<file path="config.mk">
export PLATFORM = sky130hd
export DESIGN_NAME = reg_file_param
export DESIGN_NICKNAME = d
export VERILOG_FILES = /design/src/rtl/reg_file_param.sv
export SDC_FILE = /design/constraint.sdc
export NUM_CORES = 1
export LEC_CHECK = 0
export CORE_MARGIN = 2
export CORE_UTILIZATION = 54
export DETAILED_ROUTE_END_ITERATION = 10
export PLACE_DENSITY_LB_ADDON = 0.3
export REMOVE_ABC_BUFFERS = 1
export SLEW_MARGIN = 40
export SYNTH_ARGS = -nofsm -noshare
export SYNTH_HDL_FRONTEND = slang
export SYNTH_SLANG_ARGS = --single-unit
export TNS_END_PERCENT = 30
</file>
<file path="constraint.sdc">
create_clock -name clk_in -period 2.6 [get_ports clk_in]
set_input_delay 0.52 -clock clk_in [delete_from_list [all_inputs] [get_ports clk_in]]
set_output_delay 0.52 -clock clk_in [all_outputs]
set_load 0.1 [all_outputs]
</file>
<file path="src/rtl/reg_file_param.sv">
// Parametrised register file: two forwarding read ports, one write port,
// a dedicated RA link port and hardware SP push/pop with sticky bound fault.
module reg_file_param #(
    parameter int                DATA_W = 10,
    parameter int                ADDR_W = 3,
    parameter int                T0_IDX = 4,
    parameter int                RA_IDX = 6,
    parameter int                SP_IDX = 7,
    parameter logic [DATA_W-1:0] SP_TOP = 10'h3FF
) (
    input  logic              clk_in,
    input  logic              reset,
    input  logic [ADDR_W-1:0] read_reg1,
    input  logic [ADDR_W-1:0] read_reg2,
    input  logic [ADDR_W-1:0] write_reg,
    input  logic [DATA_W-1:0] write_data,
    input  logic              reg_write_en,
    input  logic              ldst_en,
    input  logic              link_en,
    input  logic [DATA_W-1:0] link_data,
    input  logic [1:0]        sp_op,
    output logic [DATA_W-1:0] reg1_out,
    output logic [DATA_W-1:0] reg2_out,
    output logic [DATA_W-1:0] t0out,
    output logic [DATA_W-1:0] ra_out,
    output logic [DATA_W-1:0] sp_out,
    output logic              sp_fault
);
    localparam int NUM_REGS = 2 ** ADDR_W;
    localparam logic [ADDR_W-1:0] T0_A = T0_IDX[ADDR_W-1:0];
    localparam logic [ADDR_W-1:0] RA_A = RA_IDX[ADDR_W-1:0];
    localparam logic [ADDR_W-1:0] SP_A = SP_IDX[ADDR_W-1:0];
    localparam logic              LINK_HITS_SP = (RA_IDX == SP_IDX);

    logic [DATA_W-1:0] regs [NUM_REGS];
    logic              fault_q;
    logic              push;
    logic              pop;
    logic              sp_dropped;

    assign push = (sp_op == 2'b01);
    assign pop  = (sp_op == 2'b10);
    // A general or link write to SP in the same cycle wins; the stack op is discarded silently.
    assign sp_dropped = (reg_write_en && (write_reg == SP_A)) || (link_en && LINK_HITS_SP);

    always_ff @(posedge clk_in) begin
        if (reset) begin
            regs       <= '{default: '0};
            regs[SP_A] <= SP_TOP;
            fault_q    <= 1'b0;
        end else begin
            if (!sp_dropped && push) begin
                if (regs[SP_A] == '0) fault_q <= 1'b1;
                else                  regs[SP_A] <= regs[SP_A] - 1'b1;
            end
            if (!sp_dropped && pop) begin
                if (regs[SP_A] == SP_TOP) fault_q <= 1'b1;
                else                      regs[SP_A] <= regs[SP_A] + 1'b1;
            end
            // Later assignments take precedence: general write > link > stack op.
            if (link_en)      regs[RA_A]      <= link_data;
            if (reg_write_en) regs[write_reg] <= write_data;
        end
    end

    always_comb begin
        reg1_out = regs[read_reg1];
        reg2_out = regs[read_reg2];
        if (reg_write_en && !reset && (read_reg1 == write_reg)) reg1_out = write_data;
        if (reg_write_en && !reset && (read_reg2 == write_reg)) reg2_out = write_data;
        if (ldst_en) reg2_out = DATA_W'(read_reg2);
    end

    assign t0out    = regs[T0_A];
    assign ra_out   = regs[RA_A];
    assign sp_out   = regs[SP_A];
    assign sp_fault = fault_q;
endmodule

</file>
-- After elaboration in Yosys (flattened, before gate mapping)
Cells that the tools add are included.
- register bits after elaboration: 81
- output and inout bits: 51
- logic and storage cells: 58
- $add $sub $neg: 2
- magnitude comparators: 4
- equal/unequal tests: 6
- multiplexer cells: 24
- bitwise gates (word level): 3
- reductions and logical operators: 10
- operators by type and width (cell ; number):
    2-to-1 mux 10 bit ; 15
    bitwise mux 80 bit ; 1
    binary-select mux 10 bit (select 3 bit) ; 2
    demux 10 bit (select 3 bit) ; 1
    2-to-1 mux 20 bit ; 1
    greater-or-equal comparator 4 bit, second input constant ; 3
    inverter 3 -> 4 bit ; 3
    adder 10 x 1 -> 10 bit, second input constant ; 1
    == test 10 bit, second input constant ; 1
    zero test 10 bit ; 1
    subtractor 10 x 1 -> 10 bit, second input constant ; 1
    logical AND 1 bit ; 7
    == test 3 bit ; 2
    < comparator 4 x 1 -> 1 bit, second input constant ; 1
    2-to-1 mux 1 bit ; 4
    == test 3 bit, second input constant ; 1
    == test 2 x 1 -> 1 bit, second input constant ; 1
    == test 2 bit, second input constant ; 1
    zero test 1 bit ; 2

-- Longest topological paths before layout
- depth in word-level cells: 10
- depth in mapped cells: 9
- gate-level depth less buffers: 7

-- Worst setup path before layout
No wires, ideal clock.
- path kind: input to output
- start point: in write_reg[0]
- end point: out reg2_out[3]
- arrival: 3699 ps
- required time: 2080 ps
- path slack: -1619 ps
- stages on the path: 5
- buffers on the path: 2
- cells stage by stage: buf_2 -> xor2_1 -> or4_4 -> buf_2 -> a211oi_1
- cells in the longest elaborated chain, start to end: 4
- RTL lines (item ; line ; text):
    start: declaration ; 15 ; input logic [ADDR_W-1:0] write_reg,
    == test 3 bit ; 70 ; if (reg_write_en && !reset && (read_reg2 == write_reg)) reg2_out = write_data;
    logical AND 1 bit ; 70 ;
    2-to-1 mux 10 bit ; 70 ;
    2-to-1 mux 10 bit ; 71 ; if (ldst_en) reg2_out = DATA_W'(read_reg2);
    end: declaration ; 23 ; output logic [DATA_W-1:0] reg2_out,
Every way passes these cells.

-- Final worst setup path
- start point: in read_reg2[1]
- end point: out reg2_out[0]
- cells in the longest elaborated chain, start to end: 6
- elaborated cells on any way between the ends: 8
- RTL lines (item ; line ; text):
    start: declaration ; 14 ; input logic [ADDR_W-1:0] read_reg2,
    inverter 3 -> 4 bit (not written as such) ; 68 ; reg2_out = regs[read_reg2];
    binary-select mux 10 bit (select 3 bit) ; 68 ;
    2-to-1 mux 10 bit (not written as such) (2 in a row) ; 68 ;
    2-to-1 mux 10 bit (*) ; 70 ;
    2-to-1 mux 10 bit (*) ; 71 ;
Every way passes the cells marked *; elsewhere a longest branch is shown, timed or not. The select of a mux whose other input is x is not followed.

==> run metrics <==
die span in x approximately 100 um; Worst Skew around 0.0068 ns; Port Buf Inserts 86; async set or reset register ratio after synthesis 0%; proportion of synthesized area in mux cells between 20% and 30%; Slowest cell on crit path or4_4; CTS tree yes; buffers and inverters on the worst path 4; main combinational cell family by area after synthesis multiplexers; P_leak 2.77 nW; post-synthesis adder-cell area fraction 0.474%; data arrival time at the worst-slack endpoint 2.19 ns; failing checks negative setup slack; cell area after layout 7130 um^2; DR DRC count 0; mapped cell area 5280 um^2; dpl hpwl 11,700 um; Slew @ Worst Pin 0.724 ns; Die H 103 um; Slew headroom 51.6%; initial antenna violation count 0; count of state elements after synthesis 81; Post-Synth XOR/XNOR Area 1.99%; I/O Pins a little under 90; Crit Path Category input pin to primary output; Worst Path Required 2.08 ns; first-pass GRT wire length about 27,000 um; final period utilization 104%; nets 751; antenna viol nets, final 0; Commonest cells post-synth 146 x nand2_1, 81 x dfxtp_1, 70 x a21oi_1; max incr delay on CP about 0.6 ns; status complete, but fails checks; sequential share of the synthesized area a little under a third; Vias about 5,400; crit end category primary output; CTS buffer count 9; Syn. warnings 0; Setup-failing EPs final 6; DIE AREA 10,600 um^2; Area contributors post-synth dfxtp_1 31%, mux4_2 17%, nand2_1 10%; Via density 6.39; GR peak layer met2; # diodes 0; RSZ-0062 raised after global routing true; CTS root buf clkbuf_8; post-route minimum period 2.71 ns; Worst-Skew Late Latency 0.37 ns; Hold Violations, Final 0; Post-Route WL 18,100 um; met3 GRT Util 6.92%; core area 9640 um^2; drt wl/cell approximately 21 um; DP Area roughly 6500 um^2; max cap viols 0; largest net degree at the start of global routing 83; RePlAce Congestion 0.984; Site Rows 36; Tot Pwr around 4.3 mW; Netlist cell types 51; deepest clock path buffer count 2; initial drt markers 671; drt first pass iters 6; Startpoint Class input pin; vias in the first global route 5,086; met2 usage 56.6%; H-Tree Depth 3; Post-Synthesis Cells 614; HP Class register to register; Total GRT Usage 34.4%; Peak VDD IR 0.356 mV; post-synth top area share 30.7%; Crit Path Max Fanout 6; Power Density roughly 600 nW/um^2; CTS Sinks 81; final core occ 74.0%; Worst-path clk slew 0.09 ns; final worst slack -0.110 ns; Avg Inst Size Synth 8.60 um^2; Primary FF master, synth dfxtp_1; cts hold-fix bufs 0; crit-path cells buf_8 > buf_12 > xor2_4 > or4_4 > nand2_2 > o21ai_1 > o21ai_1 > buf_4 > buf_12; max frequency between 300 and 400 MHz; Synth Area in Simple Gates 20.0%; FILL cells 709; met1 usage a little over two fifths; most numerous cell in the Yosys netlist nand2_1; Initial Util 54.8%; P&R area growth vs syn 35.2%; grt ovf 0; number of flops mapped to enable cells by yosys 0; area leader, netlist dfxtp_1; Synth Area in Compound Gates 14.1%; fin. max-slew vios 0; CP top delay family simple AND/OR/NAND/NOR gates; layout cell share with drive strength beyond 1 33.1%
[worst register-to-register path: stages (launching register included)]
cell,delay (ns)
dfxtp_1,0.63
inv_1,0.22
ha_1,0.28
nor4b_4,0.16
and3_1,0.30
nor3_1,0.29
nor3_1,0.09
or3b_1,0.35
[worst paths after layout]
| check | to | start | slack (ns) | cells past startpoint |
|---|---|---|---|---|
| setup / recovery | reg2_out[0] | read_reg2[1] | -0.11 | 9 |
| hold / removal | regs[64]$_SDFFE_PP0P_ | regs[64]$_SDFFE_PP0P_ | 0.47 | 2 |
| setup reg to reg | sp_out[7]$_SDFF_PP1_ | sp_out[1]$_SDFF_PP1_ | 0.16 | 7 |
| hold reg to reg | regs[64]$_SDFFE_PP0P_ | regs[64]$_SDFFE_PP0P_ | 0.47 | 2 |
[cell usage in the layout, fill, tap and decap left out, types with 11 or more instances in the layout]
cell | synthesis | layout
a211oi_1 | 17 | 14
a21oi_1 | 70 | 70
nor2_1 | 30 | 29
buf_12 | 0 | 25
nand2_1 | 146 | 145
dfxtp_1 | 81 | 80
buf_4 | 34 | 99
mux4_2 | 40 | 40
mux2i_1 | 32 | 28
o21ai_2 | 0 | 11
clkdlybuf4s50_1 | 0 | 24
[logic make-up (layout without fill, tap and decap cells)]
logic type | count (synthesis) | after routing
AOI/OAI and AO/OA | 128 | 128
xor gates and xnor gates | 12 | 12
adders and majority gates | 2 | 2
DFF | 81 | 81
buffers and inverters | 86 | 188
and+or+nand+nor | 232 | 234
muxes | 73 | 73
[power breakdown]
part / switching [mW] / internal, mW
combinational: 1.10 / 0.642
clock: 0.502 / 0.571
sequential: 0.137 / 1.31
total: 1.74 / 2.52
[metrics by stage]
stage	worst slack, ns	hold slack (ns)	cells	setup TNS, ns
after global routing	-0.0939	0.491	851	-0.436
final	-0.110	0.474	851	-0.303
after CTS	-0.0833	0.472	851	-0.290
after global placement	-0.487	0.451	817	-6.18
after floorplan	-1.80	0.437	533	-31.24
after detailed placement	-0.487	0.460	817	-6.37
[registers in the layout, summed over array words and instances, names as in the netlist]
name and cells:
ra_out 10, sp_fault 1, regs 50, sp_out 10, t0out 10
[cell type report]
type                    count  area, um^2  share of cell area [%]
inverters                   5        18.8                   0.263
clock inverters             6        90.1                    1.26
well taps                 133         166                    2.33
clock buffers              10         138                    1.93
repair buffers            167        1740                    24.3
multi-input cells         449        3360                    47.1
flip-flops and latches     81        1620                    22.7
[routing by layer]
layer | part of all wire [%] | vias to the layer above
met5 | 0 | -
met1 | 37 | 2547
li1 | - | 2372
met3 | 11 | 85
met2 | 47 | 431
met4 | 5.0 | 0
[repair_timing]
item	4_1_cts	5_1_grt
resized for setup	69	21
setup endpoints to repair	20	20
gates cloned	7	0
pin swaps	13	7
setup buffers	11	1
Note: power is estimated with default switching activity, not from simulation.
